<file path="src/rtl/mp_seq_pkg.sv">
// Shared types for the program sequencer: FSM states, fail codes and table entry layout.
package mp_seq_pkg;

  typedef enum logic [1:0] {
    IDLE  = 2'd0,
    ISSUE = 2'd1,
    DRAIN = 2'd2,
    DONE  = 2'd3
  } seq_state_e;

  typedef enum logic [1:0] {
    FAIL_NONE     = 2'd0,
    FAIL_DRAIN_TO = 2'd1,
    FAIL_ISSUE_TO = 2'd2,
    FAIL_BAD_LEN  = 2'd3
  } seq_fail_e;

  // Entry core_sel is sized for the largest supported core count; the top casts to its width.
  localparam int CORE_SEL_MAX_W = 8;

  typedef struct packed {
    logic [CORE_SEL_MAX_W-1:0] core_sel;
    logic [31:0]               word;
  } prog_entry_t;

endpackage

</file>
<file path="src/rtl/sat_counter.sv">
// Event counter with synchronous clear and multi-bit increment that sticks at all-ones.
module sat_counter #(
  parameter int W     = 16,
  parameter int INC_W = 1
) (
  input  logic             clk,
  input  logic             clear,
  input  logic [INC_W-1:0] inc,
  output logic [W-1:0]     count
);

  logic [W:0] sum;

  assign sum = {1'b0, count} + (W+1)'(inc);

  always_ff @(posedge clk) begin
    if (clear) count <= '0;
    else       count <= sum[W] ? '1 : sum[W-1:0];
  end

endmodule

</file>
<file path="src/rtl/mp_prog_sequencer.sv">
// Drives mp_top's instruction-dispatch port from a loadable program table and
// judges completion from load/store activity seen on the shared memory bus.
module mp_prog_sequencer
  import mp_seq_pkg::*;
#(
  parameter int N           = 3,
  parameter int PROG_DEPTH  = 16,
  parameter int TIMEOUT_CYC = 2000,
  parameter int CNT_W       = 16,
  localparam int CORE_SEL_W = (N <= 1) ? 1 : $clog2(N),
  localparam int PTR_W      = $clog2(PROG_DEPTH)
) (
  input  logic                  clk,
  input  logic                  reset,
  input  logic                  prog_we,
  input  logic [PTR_W-1:0]      prog_waddr,
  input  logic [CORE_SEL_W-1:0] prog_wcore,
  input  logic [31:0]           prog_wword,
  input  logic [PTR_W:0]        prog_len,
  input  logic [CNT_W-1:0]      exp_ld,
  input  logic [CNT_W-1:0]      exp_st,
  input  logic                  start,
  output logic                  instr_valid,
  output logic [31:0]           instr_word,
  output logic [CORE_SEL_W-1:0] instr_core_sel,
  input  logic                  instr_ready,
  input  logic                  mem_req_valid_dbg,
  input  logic                  mem_req_ready_dbg,
  input  logic                  mem_req_we_dbg,
  input  logic [N-1:0]          core_rf_wen_dbg,
  output logic                  busy,
  output logic                  done,
  output logic                  pass,
  output logic [1:0]            fail_code,
  output logic [CNT_W-1:0]      ld_count,
  output logic [CNT_W-1:0]      st_count,
  output logic [CNT_W-1:0]      reg_wr_count,
  output logic [CNT_W-1:0]      issued_count
);

  localparam int TMR_W = $clog2(TIMEOUT_CYC + 1);
  localparam int PC_W  = $clog2(N + 1);

  seq_state_e       state, state_nx;
  seq_fail_e        fail_q;
  logic [PTR_W-1:0] ptr;
  logic [PTR_W:0]   len_q;
  logic [CNT_W-1:0] exp_ld_q, exp_st_q;
  logic [TMR_W-1:0] timer;

  prog_entry_t tbl [PROG_DEPTH];
  prog_entry_t wr_ent, rd_ent;

  logic start_acc, bad_len, xfer, last, timer_exp, drain_ok, bus_xfer;
  logic [PC_W-1:0] rf_pop;

  assign busy        = (state == ISSUE) || (state == DRAIN);
  assign done        = (state == DONE);
  assign instr_valid = (state == ISSUE);
  assign fail_code   = fail_q;

  assign start_acc = start && ((state == IDLE) || (state == DONE));
  assign bad_len   = prog_len > (PTR_W+1)'(PROG_DEPTH);
  assign xfer      = instr_valid && instr_ready;
  assign last      = ({1'b0, ptr} == (len_q - (PTR_W+1)'(1)));
  assign timer_exp = (timer == TMR_W'(TIMEOUT_CYC - 1));
  assign drain_ok  = (ld_count >= exp_ld_q) && (st_count >= exp_st_q);
  assign bus_xfer  = busy && mem_req_valid_dbg && mem_req_ready_dbg;

  // Table read is gated so the dispatch port idles at zero, never at uninitialised contents.
  assign rd_ent         = tbl[ptr];
  assign instr_word     = instr_valid ? rd_ent.word : '0;
  assign instr_core_sel = instr_valid ? CORE_SEL_W'(rd_ent.core_sel) : '0;

  always_comb begin
    wr_ent          = '0;
    wr_ent.core_sel = CORE_SEL_MAX_W'(prog_wcore);
    wr_ent.word     = prog_wword;
  end

  always_ff @(posedge clk) begin
    if (prog_we && !busy) tbl[prog_waddr] <= wr_ent;
  end

  always_comb begin
    rf_pop = '0;
    for (int i = 0; i < N; i++) rf_pop = rf_pop + PC_W'(core_rf_wen_dbg[i]);
  end

  always_comb begin
    state_nx = state;
    case (state)
      IDLE, DONE: begin
        if (start) begin
          if (bad_len)            state_nx = DONE;
          else if (prog_len == 0) state_nx = DRAIN;
          else                    state_nx = ISSUE;
        end
      end
      ISSUE: begin
        if (xfer && last)        state_nx = DRAIN;
        else if (!xfer && timer_exp) state_nx = DONE;
      end
      DRAIN: begin
        if (drain_ok || timer_exp) state_nx = DONE;
      end
      default: state_nx = IDLE;
    endcase
  end

  always_ff @(posedge clk) begin
    if (reset) begin
      state    <= IDLE;
      ptr      <= '0;
      timer    <= '0;
      len_q    <= '0;
      exp_ld_q <= '0;
      exp_st_q <= '0;
      pass     <= 1'b0;
      fail_q   <= FAIL_NONE;
    end else begin
      state <= state_nx;
      if (start_acc) begin
        ptr      <= '0;
        timer    <= '0;
        len_q    <= prog_len;
        exp_ld_q <= exp_ld;
        exp_st_q <= exp_st;
        pass     <= 1'b0;
        fail_q   <= bad_len ? FAIL_BAD_LEN : FAIL_NONE;
      end else begin
        case (state)
          ISSUE: begin
            // A transfer restarts the stall timer; clearing it on the last one also arms DRAIN.
            if (xfer) begin
              ptr   <= ptr + PTR_W'(1);
              timer <= '0;
            end else if (timer_exp) begin
              fail_q <= FAIL_ISSUE_TO;
            end else begin
              timer <= timer + TMR_W'(1);
            end
          end
          DRAIN: begin
            if (drain_ok)       pass   <= 1'b1;
            else if (timer_exp) fail_q <= FAIL_DRAIN_TO;
            else                timer  <= timer + TMR_W'(1);
          end
          default: ;
        endcase
      end
    end
  end

  logic cnt_clr;
  assign cnt_clr = reset || start_acc;

  sat_counter #(.W(CNT_W), .INC_W(1)) u_ld_cnt (
    .clk(clk), .clear(cnt_clr), .inc(bus_xfer && !mem_req_we_dbg), .count(ld_count)
  );

  sat_counter #(.W(CNT_W), .INC_W(1)) u_st_cnt (
    .clk(clk), .clear(cnt_clr), .inc(bus_xfer && mem_req_we_dbg), .count(st_count)
  );

  sat_counter #(.W(CNT_W), .INC_W(PC_W)) u_rw_cnt (
    .clk(clk), .clear(cnt_clr), .inc(busy ? rf_pop : '0), .count(reg_wr_count)
  );

  sat_counter #(.W(CNT_W), .INC_W(1)) u_iss_cnt (
    .clk(clk), .clear(cnt_clr), .inc(xfer), .count(issued_count)
  );

endmodule

</file>
<file path="config.mk">
export PLATFORM = sky130hd
export DESIGN_NAME = mp_prog_sequencer
export DESIGN_NICKNAME = d
export VERILOG_FILES = /design/src/rtl/mp_seq_pkg.sv /design/src/rtl/sat_counter.sv /design/src/rtl/mp_prog_sequencer.sv
export SDC_FILE = /design/constraint.sdc
export NUM_CORES = 1
export LEC_CHECK = 0
export CAP_MARGIN = 20
export CORE_ASPECT_RATIO = 0.9
export CORE_MARGIN = 4
export CORE_UTILIZATION = 60
export CTS_CLUSTER_DIAMETER = 40
export DETAILED_ROUTE_END_ITERATION = 7
export GPL_TIMING_DRIVEN = 0
export MAX_ROUTING_LAYER = met4
export PLACE_DENSITY = 0.79
export SLEW_MARGIN = 10
export SYNTH_ARGS = -nofsm -noshare
export SYNTH_HDL_FRONTEND = slang
export SYNTH_HIERARCHICAL = 1
export SYNTH_SLANG_ARGS = --single-unit
</file>
<file path="constraint.sdc">
create_clock -name clk -period 8.6 [get_ports clk]
set_input_delay 2.58 -clock clk [delete_from_list [all_inputs] [get_ports clk]]
set_output_delay 2.58 -clock clk [all_outputs]
set_load 0.02 [all_outputs]
</file>
==> flow_summary_export.csv <==
group,metric,value,unit
setup_path,cp.required,6.02,ns
timing,timing.final.crit_share,80.6,%
timing,fin_worst_skew,0.0188,ns
setup_path,slowest_stage,"buf_1",
die,die_width,233,µm
power,power_density,246,nW/µm²
clock_tree,ctsResizeCount,0,
clock_tree,post_cts_buffers,0,
outcome,status,"finished, final reports clean",
logic_synthesis,syn_avg_cell_area,17.0,µm²
clock_tree,cts_htree_levels,3,
logic_synthesis,yosysTopAreaCell,"edfxtp_1",
clock_tree,hold_buffers,0,
logic_synthesis,synth-simple-area-share,6.89,%
clock_tree,clock_path_buffers,3,
timing,max-slew-margin-rel,31.4,%
setup_path,startpoint_type,"register",
power,pwr-share-seq,45.1,%
min_path,hold_class,"reg -> reg",
logic_synthesis,dominantRegCellSynth,"edfxtp_1",
power,internal_power,6.07,mW
logic_synthesis,async_flop_share,0,%
logic_synthesis,yosys-mux-area-fraction,14.1,%
timing,period_needed,6.93,ns
global_route,first_global_vias,16600,
cells_and_area,syn_to_final_growth,21.4,%
die,ios,190,
clock_tree,cts_root_buffer,"clkbuf_16",
cells_and_area,final_cells,2581,
setup_path,cp.arrival,4.35,ns
logic_synthesis,synthTopCellsByCount,"edfxtp_1 (544), mux4_2 (170), dfxtp_1 (125), nand2_1 (122), a21oi_1 (91)",
die,rows,74,
timing,worst_slack,1.67,ns
logic_synthesis,syn-cell-area,27400,µm²
die,coreArea,45300,µm²
timing,hold_viol_final,0,
logic_synthesis,synth.top_cell.area_share,59.6,%
logic_synthesis,synthesis.nets,1746,
global_route,grt_start_max_net_pins,20,
cells_and_area,final_nets,2045,
setup_path,path_class,"reg -> out",
detailed_routing,first_pass_iters,6,
die,start_util,60.5,%
timing,setup_tns,0,ns
place,dp_hpwl,41300,µm
logic_synthesis,synth_compound_area_share,4.25,%
timing,holdWs,0.454,ns
setup_path,critPathCaptureType,"primary output",
detailed_routing,drtIter0Drc,2253,
timing,worst_pin_slew,1.03,ns
power,clock_power_share,41.2,%
logic_synthesis,synth_fa_ha_area_share,2.38,%
cells_and_area,nFillCells,2567,
power,ir_drop,0.221,mV
detailed_routing,ant_nets,0,
global_route,grt_usage,30.3,%
logic_synthesis,synthXorXnorAreaFrac,1.47,%
timing,slew_viol_final,0,
detailed_routing,vias,16504,
detailed_routing,drt_wl_total,71700,µm
clock_tree,clkLatencyLatePin,0.61,ns
setup_path,crit_family,"buffers and inverters",
logic_synthesis,ys_seq_elements,669,
logic_synthesis,synth.most_common_cell,"edfxtp_1",
logic_synthesis,synth_seq_area_share,68.7,%
timing,final-setup-viol-count,0,
timing,fmax,0.144,GHz
place,place_congestion,0.892,
logic_synthesis,synth_top_family_by_area,"multiplexers",
setup_path,slowest_delay,0.66,ns
logic_synthesis,synth-edff-count,544,
setup_path,crit_fanout,10,
clock_tree,cts.sinks,669,
detailed_routing,wl_per_cell,27.8,µm
run,cap_violations,0,
place,dp_cells,2435,
die,die_area,49200,µm²
logic_synthesis,synth_cell_type_count,77,
setup_path,path_cells,"clkbuf_1 > buf_2 > buf_1 > mux4_2 > mux4_2 > and2_1 > clkdlybuf4s50_1",
logic_synthesis,ys_warn_count,6,
place,io_buffers,188,
place,post-place-ws,2.38,ns
logic_synthesis,synth_cells,1609,
clock_tree,clkTransAtPathRegs,0.06,ns
timing,rsz0062_at_grt,"false",
die,die_h,211,µm
setup_path,crit_path_frequent_cell,"mux4_2",
power,p_sw,2.10,mW
setup_path,crit_buf_inv,4,
power,combPwrFrac,13.7,%
global_route,overflow,0,
clock_tree,cts_tree,"done",
global_route,antenna_found_initial,3,
detailed_routing,drc,0,
global_route,grt_pass1_wl,106000,µm
clock_tree,cts_buffers,76,
logic_synthesis,synthTopCellsByArea,"edfxtp_1 (60%), mux4_2 (14%), dfxtp_1 (9.1%), ha_1 (2.2%), nand2_1 (1.7%)",
detailed_routing,vias_per_cell,6.39,
power,switching_share,25.7,%
power,leakagePower,10.6,nW
cells_and_area,drive_above_1_share,20.8,%
-- layout make-up --
class / count / area (µm²) / area share (%)
flip-flops and latches: 669 / 18800 / 56.6
plain buffers: 77 / 358 / 1.08
inverters: 65 / 244 / 0.734
well taps: 608 / 761 / 2.29
diodes: 3 / 7.51 / 0.0226
multi-input cells: 798 / 8080 / 24.3
repair buffers: 221 / 2350 / 7.07
clock inverters: 48 / 609 / 1.83
clock buffers: 92 / 2010 / 6.05
-- layout by cell type, fill, tap and decap left out, types with 6 or more instances in the layout --
cell type        instances
a211oi_1                11
a21oi_1                 91
a21oi_2                 11
a31oi_1                  6
and2_1                  35
and3_1                   9
buf_1                   13
buf_12                  11
buf_2                   13
buf_4                   10
buf_6                   15
bufinv_16               10
clkbuf_1                56
clkbuf_16               77
clkdlybuf4s50_1        188
clkinv_2                10
dfxtp_1                125
edfxtp_1               544
ha_1                    49
inv_1                   64
inv_6                    8
mux4_2                 170
nand2_1                122
nand3_1                 26
nand4_1                 22
nor2_1                  40
nor2_4                  13
nor3_1                  17
nor4_1                  10
o21ai_0                 15
xnor2_1                 36
xor2_1                  10
-- cell families (layout without fill, tap and decap cells) --
logic type      after synthesis  in the layout
fa+ha+maj                    51             51
xor+xnor                     46             46
simple gates                348            348
compound gates              180            180
flops                       669            669
other cells                   0              3
mux                         173            173
buf+inv                     142            503
-- stage by stage --
step	total power, mW	util (%)	instance area, µm²
CTS	8.18	73.4	33200
global placement	4.78	66.4	30100
finish	8.17	73.5	33300
floorplan	4.41	-	27400
detailed placement	4.83	67.6	30600
global route	8.43	73.5	33300
-- sequential cells by signal (all words and copies together), names as in the netlist, named ones only --
signal           flops
exp_st_q            16
state                2
len_q                5
pass                 1
u_st_cnt/count      16
u_iss_cnt/count     16
exp_ld_q            16
ptr                  4
timer               11
u_ld_cnt/count      16
tbl                544
fail_code            2
u_rw_cnt/count      16
-- power groups by stage --
stage	logic (mW)	clock network, mW	registers, mW
global placement	1.03	0	3.74
CTS	1.12	3.39	3.68
floorplan	0.663	0	3.74
global route	1.20	3.54	3.69
detailed placement	1.09	0	3.74
finish	1.12	3.37	3.68
-- metal layers --
metal | track usage [%] | up-vias | share of wire, %
met3 | 5.85 | 160 | 9.1
met1 | 40.4 | 8364 | 38
met2 | 48.1 | 1038 | 50
li1 | - | 6942 | -
met4 | 9.54 | 0 | 3.0
met5 | - | - | 0
-- worst register-to-register path, stage by stage, from the launching register on --
cell	delay, ns
dfxtp_1	0.39
inv_1	0.09
ha_1	0.30
clkbuf_1	0.41
nand4b_1	0.46
nor3_2	0.86
buf_4	0.36
buf_4	0.26
-- path summary, 6_finish.rpt --
check | startpoint | endpoint | slack, ns | depth (start not counted)
setup / recovery | register | instr_word[15] | 1.67 | 7
hold / removal | exp_st_q[2]$_SDFFE_PP0P_ | exp_st_q[2]$_SDFFE_PP0P_ | 0.45 | 2
setup reg to reg | state[0]$_SDFFE_PP0P_ | tbl[8][6]$_DFFE_PP_ | 5.15 | 7
hold reg to reg | exp_st_q[2]$_SDFFE_PP0P_ | exp_st_q[2]$_SDFFE_PP0P_ | 0.45 | 2
No activity file was read; power rests on OpenSTA's default activity.
==> RTL change (same settings) <==
Set the parameter `CNT_W` to 14 (it was 16).
--- a/src/rtl/mp_prog_sequencer.sv
+++ b/src/rtl/mp_prog_sequencer.sv
@@ -6,7 +6,7 @@
   parameter int N           = 3,
   parameter int PROG_DEPTH  = 16,
   parameter int TIMEOUT_CYC = 2000,
-  parameter int CNT_W       = 16,
+  parameter int CNT_W       = 14,
   localparam int CORE_SEL_W = (N <= 1) ? 1 : $clog2(N),
   localparam int PTR_W      = $clog2(PROG_DEPTH)
 ) (
Interface: changed (6 resized); port bits go from 190 to 178. No check against the original RTL was run, so the function may have changed too.
==> RTL change against the unedited design <==
Final cell count is 4.3% lower. Setup slack better by 420 ps. Count of clock-buffer cells in the layout is 7 lower. Fmax is 6.4% higher. Non-clock buffer count is 19 lower. Sequential cell count is 12 lower. Clock skew is 4.7 ps lower. Wire length is 5.7% lower. Power is 1.5% lower. Synthesized area is 2.9% lower. Largest power group unchanged. Cell area is 2.4% lower. Via count is 4.4% lower. Highest routed layer unchanged. Die area is 2.8% lower.
==> RTL change: results (changes against the unedited design) <==
setup_viol: 0  # unchanged
drive_gt1_share_pct: 21.8  # +0.96 points
grt_pass1_wl_um: 101000  # -4.9%
path_clk_slew_ps: 60  # about the same
syn_inst: 1519  # -5.6%
hold_slack_ps: 458  # +3.43 ps
max-vdd-ir-drop_mv: 0.199  # -10%
p_int_w: 0.00599  # -1.4%
hold_start: "exp_ld_q[9]"
yosys-top-cells-count: "edfxtp_1, mux4_2, dfxtp_1"
synth_adder_area_share_pct: 2.27  # -0.12 points
dpl.hpwl_um: 40500  # -1.9%
dp_cells: 2324  # -4.6%
place_area_mm2: 0.0298  # -2.5%
synthXorXnorAreaFrac_pct: 1.42  # -0.055 points
n_fill_cell: 2455  # -4.4%
ctsResizeCount: 0  # unchanged
skew_ps: 14.1  # -4.73 ps
ys_seq_area_share_pct: 69.9  # +1.1 points
max_slew_margin_pct: 34.5  # +3.0 points
wl_met3_um: 5890  # -10%
dp_slack_ps: 2790  # +410 ps
wl_per_cell_um: 27.4  # -1.4%
cpPeakStageDelay_ps: 680  # +20 ps
io_buffers: 177  # -5.9%
drt_pass1_iterations: 7  # +1
cts_setup_buffers: 0  # unchanged
grt_antenna_before_repair: 4  # +1
synth_compound_area_share_pct: 4.04  # -0.20 points
gr-usage-all-layers_pct: 29.1  # -1.2 points
grt_pass1_vias: 16036  # -3.4%
synth_cell_type_count: 66  # -14%
finalCriticalPeriod_ps: 6510  # -418 ps
met2_length_um: 34300  # -4.6%
reg2reg_depth: 9  # +2
post_drt_via_cell_ratio: 6.39  # about the same
wl_met1_um: 25400  # -6.0%
pg_comb_w: 0.00112  # about the same
ys_top_cells_by_area: "edfxtp_1, mux4_2, dfxtp_1"
largest_reg_flops: 544  # unchanged
nNetsFinal: 1941  # -5.1%
status: "finished, final reports clean"
wirelength_um: 67600  # -5.7%
p_per_area_mw_per_mm2: 248  # +0.85%
p_leak_nw: 10.3  # -2.9%
drtIter0Drc: 1939  # -14%
grt_start_max_net_pins: 29  # +45%
clock_path_buffers: 3  # unchanged
min_to: "exp_ld_q[9]"
r2r_slack_ps: 5070  # -80 ps
synth_mux_area_share_pct: 14.4  # +0.35 points
arrival_ps: 3930  # -420 ps
tns_ps: 0  # unchanged
routabilityCongestion: 0.884  # -0.81%
seq_cell_power_w: 0.00362  # -2%
syn_nets: 1648  # -5.6%
cp-endpoint: "instr_word[28]"
timing.rr.end: "tbl[8][24]"
-- RTL change: cell types whose count changed after synthesis, sizes merged, moves of 5 or more --
cell / change
nand4: -12
nor2: -5
nand2: -13
nor3: -6
dfxtp: -12
a311oi: -6
clkbuf: -15
inv: -6
o21ai: -5
-- RTL change: area by class of cell --
| cell class | instances | area [um^2] | share of cell area, % |
|---|---|---|---|
| Antenna cell | 4 | 10.0 | 0.0308 |
| Multi-Input combinational cell | 738 | 7570 | 23.3 |
| Clock inverter | 55 | 632 | 1.95 |
| Tap cell | 592 | 741 | 2.28 |
| Sequential cell | 657 | 18600 | 57.3 |
| Timing Repair Buffer | 215 | 2390 | 7.36 |
| Buffer | 64 | 333 | 1.02 |
| Inverter | 60 | 225 | 0.693 |
| Clock buffer | 85 | 1980 | 6.09 |
-- RTL change: metal layers --
metal / track usage [%] / vias to the layer above
li1: - / 6629
met1: 38.0 / 8020
met2: 46.9 / 968
met3: 6.30 / 164
met4: 8.72 / 0
met5: - / -
